$ cat config.mk
export PLATFORM = sky130hd
export DESIGN_NAME = video_timing_meter
export DESIGN_NICKNAME = d
export VERILOG_FILES = /design/src/rtl/video_timing_meter.sv
export SDC_FILE = /design/constraint.sdc
export NUM_CORES = 1
export LEC_CHECK = 0
export BUFFER_PORTS_ARGS = -buffer_cell sky130_fd_sc_hd__buf_2
export CAP_MARGIN = 20
export CORE_MARGIN = 2
export CORE_UTILIZATION = 55
export CTS_BUF_LIST = sky130_fd_sc_hd__clkbuf_2
export DETAILED_ROUTE_END_ITERATION = 7
export GPL_ROUTABILITY_DRIVEN = 1
export PLACE_DENSITY_LB_ADDON = 0.2
export SLEW_MARGIN = 15
export SYNTH_ARGS = -nofsm -noshare
export SYNTH_HDL_FRONTEND = slang
export SYNTH_SLANG_ARGS = --single-unit
$ cat constraint.sdc
create_clock -name clk -period 9 [get_ports clk]
set_clock_uncertainty 0.15 [all_clocks]
set_input_delay 1.8 -clock clk [delete_from_list [all_inputs] [get_ports clk]]
set_output_delay 1.8 -clock clk [all_outputs]
set_load 0.1 [all_outputs]
$ cat src/rtl/video_timing_meter.sv
// video_timing_meter
//   Measures the raster timing of an incoming video stream and publishes it
//   once three consecutive complete frames have agreed on the same values.
//   A frame whose measurements disagree with the published set drops the lock
//   and starts a new measurement run.
//
// Ports
//   clk, reset        clock; asynchronous active-high reset
//   ce_pix            pixel enable; everything except the watchdog advances
//                     only on clk edges with ce_pix=1
//   hsync, vsync      syncs of either polarity
//   hblank, vblank    active-high blanking
//   htotal, hactive   pixels per line / non-blank pixels per line
//   vtotal, vactive   lines per frame / non-blank lines per frame
//   hs_pol, vs_pol    1 = sync is active-high
//   valid             published values are locked
//   changed           one-clk pulse when a publish brings new contents
module video_timing_meter #(
    parameter int TIMEOUT = 22
) (
    input  logic        clk,
    input  logic        reset,
    input  logic        ce_pix,
    input  logic        hsync,
    input  logic        vsync,
    input  logic        hblank,
    input  logic        vblank,
    output logic [11:0] htotal,
    output logic [11:0] hactive,
    output logic [11:0] vtotal,
    output logic [11:0] vactive,
    output logic        hs_pol,
    output logic        vs_pol,
    output logic        valid,
    output logic        changed
);

    typedef struct packed {
        logic [11:0] ht;
        logic [11:0] ha;
        logic [11:0] vt;
        logic [11:0] va;
        logic        hp;
        logic        vp;
    } meas_t;

    typedef enum logic [1:0] {IDLE, MEASURE, LOCKED} state_t;

    function automatic logic [11:0] sat_inc(input logic [11:0] v);
        return (&v) ? v : v + 12'd1;
    endfunction

    logic               prev_hblank;   // hblank at the previous ce_pix sample
    logic               prev_vblank;   // vblank at the previous line start
    logic [11:0]        pix_cnt, act_cnt, hs_cnt;
    logic [11:0]        line_cnt, vact_cnt, vs_cnt;
    logic               line_start, frame_start;
    meas_t              meas, cand, pub;
    logic               cand_ok, ever_pub;
    logic [1:0]         match_cnt;
    logic [TIMEOUT-1:0] wd;
    state_t             state;

    assign line_start  = ce_pix & ~hblank & prev_hblank;
    assign frame_start = line_start & ~vblank & prev_vblank;

    // At a frame start the horizontal counters still hold the line that just
    // completed, which is the last line of the frame being closed, so the
    // measurement set can be taken straight from the live counters.
    assign meas = {pix_cnt, act_cnt, line_cnt, vact_cnt,
                   ({hs_cnt, 1'b0} < {1'b0, pix_cnt}),
                   ({vs_cnt, 1'b0} < {1'b0, line_cnt})};
    assign pub  = {htotal, hactive, vtotal, vactive, hs_pol, vs_pol};

    // Line / frame counters; the line-start sample itself counts as 1.
    always_ff @(posedge clk or posedge reset) begin
        if (reset) begin
            prev_hblank <= 1'b1;
            prev_vblank <= 1'b1;
            pix_cnt     <= '0;
            act_cnt     <= '0;
            hs_cnt      <= '0;
            line_cnt    <= '0;
            vact_cnt    <= '0;
            vs_cnt      <= '0;
        end else if (ce_pix) begin
            prev_hblank <= hblank;
            if (line_start) begin
                prev_vblank <= vblank;
                pix_cnt     <= 12'd1;
                act_cnt     <= 12'd1;
                hs_cnt      <= {11'd0, hsync};
                if (frame_start) begin
                    line_cnt <= 12'd1;
                    vact_cnt <= 12'd1;
                    vs_cnt   <= {11'd0, vsync};
                end else begin
                    line_cnt <= sat_inc(line_cnt);
                    if (!vblank) vact_cnt <= sat_inc(vact_cnt);
                    if (vsync)   vs_cnt   <= sat_inc(vs_cnt);
                end
            end else begin
                pix_cnt <= sat_inc(pix_cnt);
                if (!hblank) act_cnt <= sat_inc(act_cnt);
                if (hsync)   hs_cnt  <= sat_inc(hs_cnt);
            end
        end
    end

    // Lock FSM with watchdog; a frame start wins over a simultaneous expiry.
    always_ff @(posedge clk or posedge reset) begin
        if (reset) begin
            state     <= IDLE;
            cand      <= '0;
            cand_ok   <= 1'b0;
            match_cnt <= '0;
            ever_pub  <= 1'b0;
            wd        <= '0;
            htotal    <= '0;
            hactive   <= '0;
            vtotal    <= '0;
            vactive   <= '0;
            hs_pol    <= 1'b0;
            vs_pol    <= 1'b0;
            valid     <= 1'b0;
            changed   <= 1'b0;
        end else begin
            changed <= 1'b0;
            wd      <= frame_start ? '0 : wd + 1'b1;
            if (frame_start) begin
                case (state)
                    // The first frame after reset/timeout is partial; discard it.
                    IDLE: begin
                        state     <= MEASURE;
                        cand_ok   <= 1'b0;
                        match_cnt <= '0;
                    end
                    MEASURE: begin
                        if (cand_ok && meas == cand) begin
                            match_cnt <= match_cnt + 2'd1;
                            if (match_cnt == 2'd1) begin
                                {htotal, hactive, vtotal, vactive, hs_pol, vs_pol} <= cand;
                                valid    <= 1'b1;
                                changed  <= !ever_pub || (cand != pub);
                                ever_pub <= 1'b1;
                                state    <= LOCKED;
                            end
                        end else begin
                            cand      <= meas;
                            cand_ok   <= 1'b1;
                            match_cnt <= '0;
                        end
                    end
                    LOCKED: begin
                        if (meas != pub) begin
                            valid     <= 1'b0;
                            cand      <= meas;
                            cand_ok   <= 1'b1;
                            match_cnt <= '0;
                            state     <= MEASURE;
                        end
                    end
                    default: state <= IDLE;
                endcase
            end else if (&wd) begin
                // Published values are deliberately left in place.
                state     <= IDLE;
                valid     <= 1'b0;
                cand_ok   <= 1'b0;
                match_cnt <= '0;
            end
        end
    end

endmodule

# After elaboration in Yosys (flattened, before gate mapping)
# Index checks and enable logic that the tools add are counted.
totals:
  regBits: 204
  in_bits: 7
  elab_cells: 137
classes:
  addsub: 8
  order_cmp: 2
  n_eq_ne: 22
  mux: 44
  bitwise_logic: 6
  reduce_logical: 28
ops:
  columns: ["operator", "count"]
  rows:
  - ["2-to-1 mux 12 bit", 16]
  - ["2-to-1 mux 50 bit", 2]
  - ["inequality test 50 bit", 2]
  - ["one-hot mux 50 bit (2 select lines)", 1]
  - ["adder 12 x 1 -> 12 bit, second input constant", 6]
  - ["AND reduction 12 bit", 6]
  - ["== test 50 bit", 1]
  - ["less-than comparator 13 x 12 -> 1 bit", 2]
  - ["AND reduction 4 bit", 6]
  - ["adder 22 x 1 -> 22 bit, second input constant", 1]
  - ["2-to-1 mux 22 bit", 1]
  - ["AND reduction 22 bit", 1]
  - ["2-to-1 mux 2 bit", 8]
  - ["inequality test 2 bit, second input constant", 8]
  - ["2-to-1 mux 1 bit", 12]
  - ["inequality test 3 bit, second input constant", 4]
  - ["one-hot mux 2 bit (3 select lines)", 2]
  - ["AND reduction 3 bit", 4]
  - ["nonzero test 2 bit", 4]
  - ["AND reduction 5 bit", 1]
  - ["bitwise AND 1 bit", 4]
  - ["== test 2 x 1 -> 1 bit, second input constant", 2]
  - ["inequality test 2 x 1 -> 1 bit, second input constant", 2]
  - ["inequality test 4 x 1 -> 1 bit, second input constant", 1]
  - ["other kinds (11)", 13]

# Longest topological paths before layout
# Gate-level depths: netlist of run 1.
depth:
  depth_word: 7
  mapped_depth: 14
  ltp_nobuf: 10

# Worst setup path before layout of run 1
# No wires, ideal clock.
synth_path:
  kind: "input port to flip-flop"
  startpoint: "in ce_pix"
  endpoint: "reg hactive[0]"
  setup_time_ns: 0.129
  t_arrival_ns: 3.483
  setup_slack_ns: 5.238
  stages: 8
  n_path_buf: 2
  path_cell_list: "nor2b_1 > nand2_1 > nor3b_2 > and2_1 > nand3_2 > buf_2 > buf_2 > mux2_1"
synth_between:
  elab_chain_cells: 5
synth_lines:
  columns: ["element", "line_no", "rtl"]
  rows:
  - ["from (decl)", "23", "input logic ce_pix,"]
  - ["bitwise AND 1 bit (2 in a row)", "64", "assign line_start = ce_pix & ~hblank & prev_hblank;"]
  - ["bitwise AND 1 bit (2 in a row)", "65", "assign frame_start = line_start & ~vblank & prev_vblank;"]
  - ["AND reduction 4 bit (no line)", null, null]
  - ["to (signal assigned)", "142", "{htotal, hactive, vtotal, vactive, hs_pol, vs_pol} <= cand;"]
  - ["to (decl)", "29", "output logic [11:0] hactive,"]
# No other way between the ends.
# A chain may end at the register's enable or synchronous reset.

# Worst setup path in the final report of run 1
layout_path:
  startpoint: "in ce_pix"
  endpoint: "reg vtotal[7]"
layout_between:
  elab_chain_cells: 5
layout_lines:
  columns: ["element", "line_no", "rtl"]
  rows:
  - ["bitwise AND 1 bit (2 in a row)", "64", null]
  - ["bitwise AND 1 bit (2 in a row)", "65", null]
  - ["AND reduction 4 bit (no line)", null, null]
  - ["to (signal assigned)", "142", null]
  - ["to (decl)", "30", "output logic [11:0] vtotal,"]
# No other way between the ends.

==> results of run 1 <==
-- logic make-up after synthesis --
group,Yosys count,synth area share
AND/OR/NAND/NOR,340,0.1498
XOR/XNOR,207,0.1622
flip-flops,204,0.4569
AO/OA/AOI/OAI,101,0.06369
multiplexers,94,0.09537
buffers and inverters,91,0.03403
adder cells (fa/ha/maj),34,0.03806
-- stage by stage --
step / instances / hold WS (ps)
final: 1452 / 321.8
after global routing: 1452 / 340.9
after CTS: 1450 / 323.0
after detailed placement: 1358 / 304.1
after global placement: 1358 / 299.4
after floorplan: 1071 / 282.9
-- area by class of cell --
cell class / count / area, µm² / area share
repair buffers: 65 / 362.8 / 0.02984
inverters: 44 / 172.7 / 0.01420
well taps: 270 / 337.8 / 0.02778
flip-flops and latches: 204 / 5107 / 0.4200
multi-input cells: 776 / 5697 / 0.4685
diodes: 1 / 2.502 / 0.0002058
clock inverters: 5 / 45.04 / 0.003704
clock buffers: 87 / 435.4 / 0.03581
-- power by group through the flow --
stage	combinational [mW]	clock (mW)	sequential, mW
floorplan	0.500	0	1.14
global route	0.663	0.716	1.24
detailed placement	0.593	0	1.23
CTS	0.596	0.670	1.22
global placement	0.583	0	1.23
finish	0.595	0.650	1.22
-- cells in the mapped netlist (13+ instances only) --
library cell	instances	area share
nor3_1	15	0.0067
mux2_2	78	0.079
xnor2_1	113	0.089
ha_1	34	0.038
a21oi_1	18	0.0081
or3_1	13	0.0073
nand3_1	33	0.015
dfrtp_1	202	0.45
inv_1	44	0.015
nand4_1	51	0.029
clkbuf_1	28	0.0094
nor4_1	20	0.011
nand2_1	66	0.022
o21ai_0	34	0.015
xor2_1	94	0.074
nor2_1	105	0.035
-- per-layer routing --
| layer | global-route usage | share of wire | vias to the layer above |
|---|---|---|---|
| met4 | 0.07961 | 0.021 | 0 |
| met5 | 0 | 0 | - |
| met1 | 0.3556 | 0.46 | 3984 |
| li1 | - | - | 3866 |
| met3 | 0.04500 | 0.042 | 47 |
| met2 | 0.3967 | 0.47 | 184 |
-- worst min-delay path by stage --
| stage | slack [ps] | endpoint | start |
|---|---|---|---|
| 2_1_floorplan | 280 | wd[0] | wd[0] |
| 3_3_place_gp | 300 | ever_pub | ever_pub |
| 3_5_place_dp | 300 | ever_pub | ever_pub |
| 4_1_cts | 320 | wd[0] | wd[0] |
| 5_1_grt | 340 | wd[0] | wd[0] |
| 6_report | 320 | wd[0] | wd[0] |
==> results.json, run 1 <==
{
  "drv_slew": 0,
  "first_iter_violations": 520,
  "io_buffers": 58,
  "syn_avg_cell_area_um2": 10.44,
  "largest_reg_flops": 50,
  "comb_power_share": 0.241,
  "root_buffer": "clkbuf_2",
  "syn_area_um2": 11180,
  "initial_core_util": 0.5560,
  "hold_path.class": "reg2reg",
  "hold_viol": 0,
  "yosys_warnings": 0,
  "cap_violations": 0,
  "clock-sinks": 204,
  "vias": 8081,
  "rr_worst_depth": 10,
  "clk_path_buf_depth": 3,
  "final_area_um2": 12160,
  "synth_nets": 1112,
  "crit_fanout": 58,
  "fin_crit_ps": 4208,
  "startpoint": "ce_pix",
  "grt_max_degree": 144,
  "cp_common_cell": "buf_4",
  "antenna_found_initial": 1,
  "rows": 52,
  "crit_cells": 9,
  "crit_slowest_cell": "buf_4",
  "dieArea_um2": 21480,
  "wl_per_cell_um": 18.22,
  "worst_slew_pin_slew_ps": 984.6,
  "wl_mm": 26.45,
  "cp-end-kind": "flip-flop",
  "cp.arrival_ps": 4690,
  "nets": 1185,
  "hold_depth": 1,
  "core_area_um2": 20100,
  "die_w_um": 146.6,
  "p_seq_frac": 0.495,
  "r2r-start": "line_cnt[9]",
  "fp.dieH_um": 146.6,
  "drt_first_pass_iters": 5,
  "ys_seq_area_frac": 0.4569,
  "dp_hpwl_mm": 19.07,
  "layout_commonest_cell": "dfrtp_1",
  "ys_seq_elements": 204,
  "power_density_nw_per_um2": 202.7,
  "gp_congestion": 0.8993,
  "crit_buf_inv": 3,
  "dp_slack_ps": 3987,
  "syn_inst": 1071,
  "synth-async-reset-ratio": 1.000,
  "cts_tree": "done",
  "most-common-layout-cells": "202 x dfrtp_1, 113 x xnor2_1, 105 x nor2_1",
  "drc": 0,
  "grt-ovfl-total": 0,
  "status": "complete, no violations",
  "track_usage": 0.2513,
  "worstSetupStartpointType": "input port",
  "postCtsSetupRepairBufs": 0,
  "grt_pass1_vias": 7898,
  "path_clk_slew_ps": 110,
  "synth-edff-count": 0,
  "top_regs": "cand x50, wd x22",
  "power.switching_uw": 885.8,
  "via_per_inst": 5.565,
  "critPathCapture": "vtotal[7]",
  "r2r_slack_ps": 5200,
  "finalCritPeriodShare": 0.4676,
  "power.switching_fraction": 0.3594,
  "setup_viol": 0,
  "path_class": "in2reg",
  "syn_to_final_growth_pct": 8.787,
  "leakagePower_nw": 5.917,
  "finalSetupTns_ps": 0,
  "fin_util": 0.6049,
  "boundaryPins": 59,
  "hold_buffers": 0,
  "drive_gt1_frac": 0.2108,
  "insertion_delay_ps": 860,
  "top_register": "cand",
  "clockPowerShare": 0.264,
  "worstPathRequired_ps": 9480,
  "slowest_delay_ps": 530,
  "crit_family": "simple AND/OR/NAND/NOR gates",
  "rsz0062_at_grt": "false",
  "cts_made_buffers": 53,
  "internal_power_mw": 1.579,
  "synthFlopType": "dfrtp_1",
  "yosysUniqueCellTypes": 64,
  "fillers": 1721,
  "grt_first_pass_wirelength_mm": 42.52,
  "antenna_left": 0,
  "vdd_drop_max_mv": 0.07653,
  "crit_chain": "buf_2 -> nor2b_1 -> nand2_1 -> nor3b_4 -> buf_4 -> and2_1 -> nand3_2 -> buf_4 -> mux2_1",
  "final.setup.worst_slack_ps": 4792,
  "r2r-end": "vtotal[7]",
  "slew_headroom": 0.3392,
  "p_total_mw": 2.464,
  "htreeDepth": 2,
  "cts_resized": 0,
  "fmax_mhz": 237.6,
  "placed_cell_area_um2": 11650
}
No activity file was read; power rests on OpenSTA's default activity.
==> run 2: changes to the inputs <==
==> constraint.sdc (replaced) <==
create_clock -name clk -period 4.4 [get_ports clk]
set_clock_uncertainty 0.15 [all_clocks]
set_input_delay 0.88 -clock clk [delete_from_list [all_inputs] [get_ports clk]]
set_output_delay 0.88 -clock clk [all_outputs]
set_load 0.1 [all_outputs]
==> run 2 against run 1 <==
Net effect:
- die area stayed put
- register-to-register slack worse by 4500 ps
- sequential share of layout area hardly changed
- combinational power is 110% higher
- clock power is 89% higher
- critical endpoint is now vtotal[6]
- critical path depth is 2 higher
- cell count is 0.14% higher
==> results.json, run 2 (synthesis results as in run 1) <==
{
  "status": "complete, no violations",
  "cp_common_cell": "buf_4",
  "drv_slew": 0,
  "multiInputGateArea_um2": 5697,
  "cp-end-kind": "flip-flop",
  "antenna_left": 0,
  "hold_end": "prev_vblank",
  "rr_worst_depth": 11,
  "dieArea_um2": 21480,
  "grt_max_degree": 87,
  "rsz0062_at_grt": "false",
  "wl_per_cell_um": 18.35,
  "r2r-end": "vtotal[6]",
  "htreeDepth": 2,
  "placed_cell_area_um2": 11730,
  "leakagePower_nw": 5.911,
  "clk_path_buf_depth": 3,
  "clock-sinks": 204,
  "internal_power_mw": 3.142,
  "hp-start": "vblank",
  "antenna_found_initial": 1,
  "register_area_um2": 5107,
  "crit_fanout": 58,
  "crit_slowest_cell": "a2111oi_4",
  "fin_util": 0.6054,
  "hold_path.class": "in2reg",
  "vdd_drop_max_mv": 0.2168,
  "insertion_delay_ps": 840,
  "root_buffer": "clkbuf_2",
  "wl_mm": 26.68,
  "fin_crit_ps": 3701,
  "cts_resized": 0,
  "nets": 1191,
  "first_iter_violations": 446,
  "fmax_mhz": 270.2,
  "drc": 0,
  "grt-ovfl-total": 0,
  "top_register": "cand",
  "layout_commonest_cell": "dfrtp_1",
  "dp_hpwl_mm": 19.36,
  "most-common-layout-cells": "202 x dfrtp_1, 113 x xnor2_1, 105 x nor2_1",
  "p_seq_frac": 0.501,
  "top_regs": "cand x50, wd x22",
  "final_area_um2": 12170,
  "fp.dieH_um": 146.6,
  "cts_tree": "done",
  "drive_gt1_frac": 0.2088,
  "finalCritPeriodShare": 0.8410,
  "clockPowerShare": 0.249,
  "setup_viol": 0,
  "io_buffers": 58,
  "largest_reg_flops": 50,
  "comb_power_share": 0.251,
  "core_area_um2": 20100,
  "rows": 52,
  "gp_congestion": 0.9030,
  "slowest_delay_ps": 640,
  "drt_first_pass_iters": 8,
  "worst_slew_pin_slew_ps": 930.3,
  "cp.arrival_ps": 4270,
  "via_per_inst": 5.630,
  "track_usage": 0.2582,
  "power.switching_fraction": 0.3661,
  "hold_viol": 0,
  "p_total_mw": 4.956,
  "grt_first_pass_wirelength_mm": 43.66,
  "boundaryPins": 59,
  "worstPathRequired_ps": 4970,
  "grt_pass1_vias": 8160,
  "die_w_um": 146.6,
  "cts_made_buffers": 53,
  "finalSetupTns_ps": 0,
  "syn_to_final_growth_pct": 8.876,
  "vias": 8186,
  "slew_headroom": 0.3700,
  "worstSetupStartpointType": "flip-flop",
  "power_density_nw_per_um2": 407.2,
  "r2r-start": "line_cnt[9]",
  "path_clk_slew_ps": 90,
  "hold_depth": 3,
  "r2r_slack_ps": 700,
  "cap_violations": 0,
  "power.switching_mw": 1.814,
  "initial_core_util": 0.5560,
  "fillers": 1723,
  "crit_chain": "buf_4 -> inv_1 -> ha_1 -> a21oi_1 -> a21boi_0 -> o21ai_0 -> nand4_1 -> a2111oi_4 -> nand3_2 -> buf_4 -> mux2_1",
  "path_class": "reg2reg"
}
## run 2: cell types whose count changed in the layout (fill, tap and decap cells not counted), moves of 2 or more
cell / previous run / this run
clkbuf_2: 87 / 79
buf_12: 0 / 3
inv_2: 0 / 2
clkinv_1: 4 / 7
buf_4: 6 / 9
## run 2: critical path, delay by kind of cell (launching register included)
family	cells	cell delay (ps)
buffers and inverters	3	560
AOI/OAI and AO/OA	4	1360
adders and majority gates	1	320
DFF	1	340
muxes	1	410
and+or+nand+nor	2	360
## run 2: power by group through the flow
stage | clock network, mW | registers, mW | logic (mW)
2_1_floorplan | 0 | 2.34 | 1.02
3_3_place_gp | 0 | 2.50 | 1.21
5_1_grt | 1.37 | 2.52 | 1.40
3_5_place_dp | 0 | 2.51 | 1.23
4_1_cts | 1.28 | 2.47 | 1.24
6_report | 1.23 | 2.48 | 1.24
## run 2: final cells by class
type	instances	area share
well taps	270	0.02776
inverters	44	0.01388
repair buffers	71	0.03516
multi-input cells	776	0.4681
clock inverters	9	0.002776
diodes	1	0.0002056
clock buffers	79	0.03249
flip-flops and latches	204	0.4197
## run 2: worst max path at each step
stage | depth (start not counted) | end | start
2_1_floorplan | 1 | act_cnt[0] | reset
3_3_place_gp | 8 | hactive[0] | ce_pix
3_5_place_dp | 8 | hactive[0] | ce_pix
4_1_cts | 10 | vtotal[9] | line_cnt[8]
5_1_grt | 10 | vtotal[9] | line_cnt[8]
6_report | 11 | vtotal[6] | line_cnt[9]
## run 2: stage by stage
stage / hold slack (ps) / worst slack (ps) / cells
floorplan: 282.9 / 727.4 / 1071
global placement: 300.5 / 850.1 / 1364
detailed placement: 305.5 / 731.6 / 1364
CTS: 86.74 / 793.8 / 1453
global route: 107.8 / 539.2 / 1454
finish: 132.7 / 699.5 / 1454
## run 2: what timing repair did
action | in CTS | in global routing
hold buffers | 1 | 0
setup endpoints to repair | 0 | 0
setup buffers | 0 | 0
hold endpoints to repair | 7 | 0
## run 2: routing by layer
layer	track usage	part of all wire	vias to the layer above
met5	0	0	-
met4	0.08932	0.027	0
met1	0.3584	0.46	4006
li1	-	-	3891
met3	0.04125	0.050	64
met2	0.4158	0.47	225
==> run 3: changes to the inputs <==
--- a/config.mk
+++ b/config.mk
@@ -5,6 +5,7 @@
 export SDC_FILE = /design/constraint.sdc
 export NUM_CORES = 1
 export LEC_CHECK = 0
+export ABC_AREA = 1
 export BUFFER_PORTS_ARGS = -buffer_cell sky130_fd_sc_hd__buf_2
 export CAP_MARGIN = 20
 export CORE_MARGIN = 2
==> constraint.sdc (replaced) <==
create_clock -name clk -period 3.29 [get_ports clk]
set_clock_uncertainty 0.15 [all_clocks]
set_input_delay 0.658 -clock clk [delete_from_list [all_inputs] [get_ports clk]]
set_output_delay 0.658 -clock clk [all_outputs]
set_load 0.1 [all_outputs]
==> run 3 against run 2 <==
Net effect:
- clock power is 51% higher
- highest routed layer unchanged
- synthesized area is 5.4% higher
- core utilization is 1.1 points higher
- die area is 5.2% higher
- non-clock buffer count is 14 higher
- critical path depth is 4 higher
- global-route usage is 4.6 points higher
- combinational power is 7% higher
==> results.json, run 3 <==
{
  "status": "complete, no violations",
  "slowest_delay_ps": 470,
  "io_buffers": 58,
  "syn_to_final_growth_pct": 9.909,
  "fp.dieH_um": 150.4,
  "crit_fanout": 32,
  "dp_slack_ps": 187.7,
  "yosys_warnings": 0,
  "grt_max_degree": 109,
  "antenna_left": 0,
  "vias": 10781,
  "cap_violations": 0,
  "rsz0062_at_grt": "false",
  "boundaryPins": 59,
  "final.setup.worst_slack_ps": 293.2,
  "nets": 1675,
  "grt_first_pass_wirelength_mm": 53.67,
  "syn_avg_cell_area_um2": 7.695,
  "syn_area_um2": 11780,
  "slew_headroom": 0.5395,
  "leakagePower_nw": 6.190,
  "finalCritPeriodShare": 0.9109,
  "grt-ovfl-total": 0,
  "crit_chain": "inv_1 -> ha_1 -> nand2_1 -> inv_1 -> nand2_1 -> nand2_1 -> a21oi_1 -> nand2_1 -> inv_1 -> nand2_1 -> nand2_1 -> nand4_1 -> nor2_4 -> buf_4 -> o21ai_0",
  "clock-sinks": 204,
  "startpoint": "pix_cnt[8]",
  "synth_common_cells": "399 x nand2_1, 202 x dfrtp_1, 190 x inv_1",
  "initial_core_util": 0.5604,
  "worst_slew_pin_slew_ps": 684.5,
  "cts_tree": "done",
  "vdd_drop_max_mv": 0.2693,
  "dieArea_um2": 22610,
  "rows": 53,
  "p_total_mw": 6.147,
  "crit_slowest_cell": "dfrtp_1",
  "crit_family": "simple AND/OR/NAND/NOR gates",
  "gp_congestion": 0.9952,
  "top_register": "cand",
  "synth-edff-count": 0,
  "cts_made_buffers": 56,
  "synthFlopType": "dfrtp_1",
  "fmax_mhz": 333.7,
  "drc": 0,
  "track_usage": 0.3038,
  "via_per_inst": 5.526,
  "drive_gt1_frac": 0.1493,
  "cp-end-kind": "flip-flop",
  "ys_seq_elements": 204,
  "wl_per_cell_um": 17.16,
  "hp-start": "hsync",
  "htreeDepth": 2,
  "fillers": 1943,
  "wl_mm": 33.48,
  "fin_util": 0.6160,
  "dp_hpwl_mm": 24.69,
  "syn_inst": 1531,
  "layout_commonest_cell": "nand2_1",
  "drv_slew": 0,
  "synth_area_leader_cell": "dfrtp_1",
  "synth.most_common_cell": "nand2_1",
  "synth-async-reset-ratio": 1.000,
  "insertion_delay_ps": 870,
  "most-common-layout-cells": "399 x nand2_1, 201 x dfrtp_1, 188 x inv_1",
  "synth_top_area_frac": 0.4291,
  "path_clk_slew_ps": 110,
  "cp_common_cell": "nand2_1",
  "cp.arrival_ps": 3560,
  "crit_buf_inv": 4,
  "worstSetupStartpointType": "flip-flop",
  "r2r-start": "pix_cnt[8]",
  "final_area_um2": 12950,
  "placed_cell_area_um2": 12390,
  "finalHoldWorstSlack_ps": 57.05,
  "drt_first_pass_iters": 5,
  "stdcell_count": 1951,
  "yosysUniqueCellTypes": 48,
  "ys_seq_area_frac": 0.4335,
  "synth_nets": 1572,
  "largest_reg_flops": 50,
  "hold_path.class": "in2reg",
  "finalSetupTns_ps": 0,
  "hold_viol": 0,
  "setup_viol": 0,
  "root_buffer": "clkbuf_2",
  "antenna_found_initial": 1,
  "top_regs": "cand x50, wd x22",
  "path_class": "reg2reg",
  "core_area_um2": 21020,
  "first_iter_violations": 905,
  "power_density_nw_per_um2": 474.7,
  "fin_crit_ps": 2997,
  "die_w_um": 150.4,
  "worstPathRequired_ps": 3850,
  "grt_pass1_vias": 10192,
  "synth_area_leaders": "dfrtp_1 43%, nand2_1 13%, inv_1 6.1%, o21ai_0 4.8%, nor2_1 3.7%",
  "dp_cells": 1846,
  "clk_path_buf_depth": 3
}
==> run 3: per-layer routing <==
layer | up-vias | GRT usage | wire [µm]
met2 | 432 | 0.4841 | 15260
met1 | 5025 | 0.4088 | 14210
met5 | - | 0 | 0
li1 | 5225 | - | -
met3 | 99 | 0.04697 | 2346
met4 | 0 | 0.1406 | 1654
==> run 3: repair_timing <==
action | 4_1_cts | 5_1_grt
setup buffers | 0 | 0
hold endpoints to repair | 205 | 0
setup endpoints to repair | 0 | 35
resized for setup | 0 | 5
hold buffers | 5 | 0
==> run 3: final cells by class <==
class                      instances  area (µm²)  area share
multi-input combinational       1079        5647      0.4361
sequential                       204        5109      0.3945
inverter                         208       787.0     0.06078
timing repair buffer              85       555.5     0.04290
clock buffer                      85       425.4     0.03285
tap                              275       344.1     0.02657
clock inverter                    14       78.83    0.006088
antenna                            1       2.502   0.0001933
==> run 3: worst reg2reg max path: cells and delay by family (launching register included) <==
family	cells	cell delay [ps]
and+or+nand+nor	8	870
buffers and inverters	4	620
AOI/OAI and AO/OA	2	480
DFF	1	470
adders and majority gates	1	300
==> run 3: cell families (layout without fill, tap and decap cells) <==
| kind of cell | after synthesis | in the layout | synth area share |
|---|---|---|---|
| compound gates | 275 | 275 | 0.1358 |
| other cells | 0 | 1 | 0 |
| xor+xnor | 67 | 67 | 0.04981 |
| flops | 204 | 204 | 0.4335 |
| simple gates | 703 | 703 | 0.2573 |
| fa+ha+maj | 34 | 34 | 0.03611 |
| buf+inv | 248 | 392 | 0.08740 |
==> run 3: where the power goes <==
group          internal, mW  leakage (nW)  switching, mW  total, mW
clock network         0.758         0.390           1.10       1.86
registers              2.71          2.67          0.256       2.96
logic                 0.474          3.13          0.854       1.33
total                  3.94          6.19           2.21       6.15
==> run 3: final timing paths <==
| path | endpoint | slack [ps] | cells past startpoint |
|---|---|---|---|
| worst min-delay path | hs_cnt[0] | 60 | 5 |
| max in group asynchronous | cand[48] | 2040 | 4 |
| min in group asynchronous | act_cnt[10] | 90 | 3 |
| worst max register to register | htotal[9] | 290 | 15 |
| worst max-delay path | htotal[9] | 290 | 15 |
| worst min register to register | ever_pub | 340 | 1 |
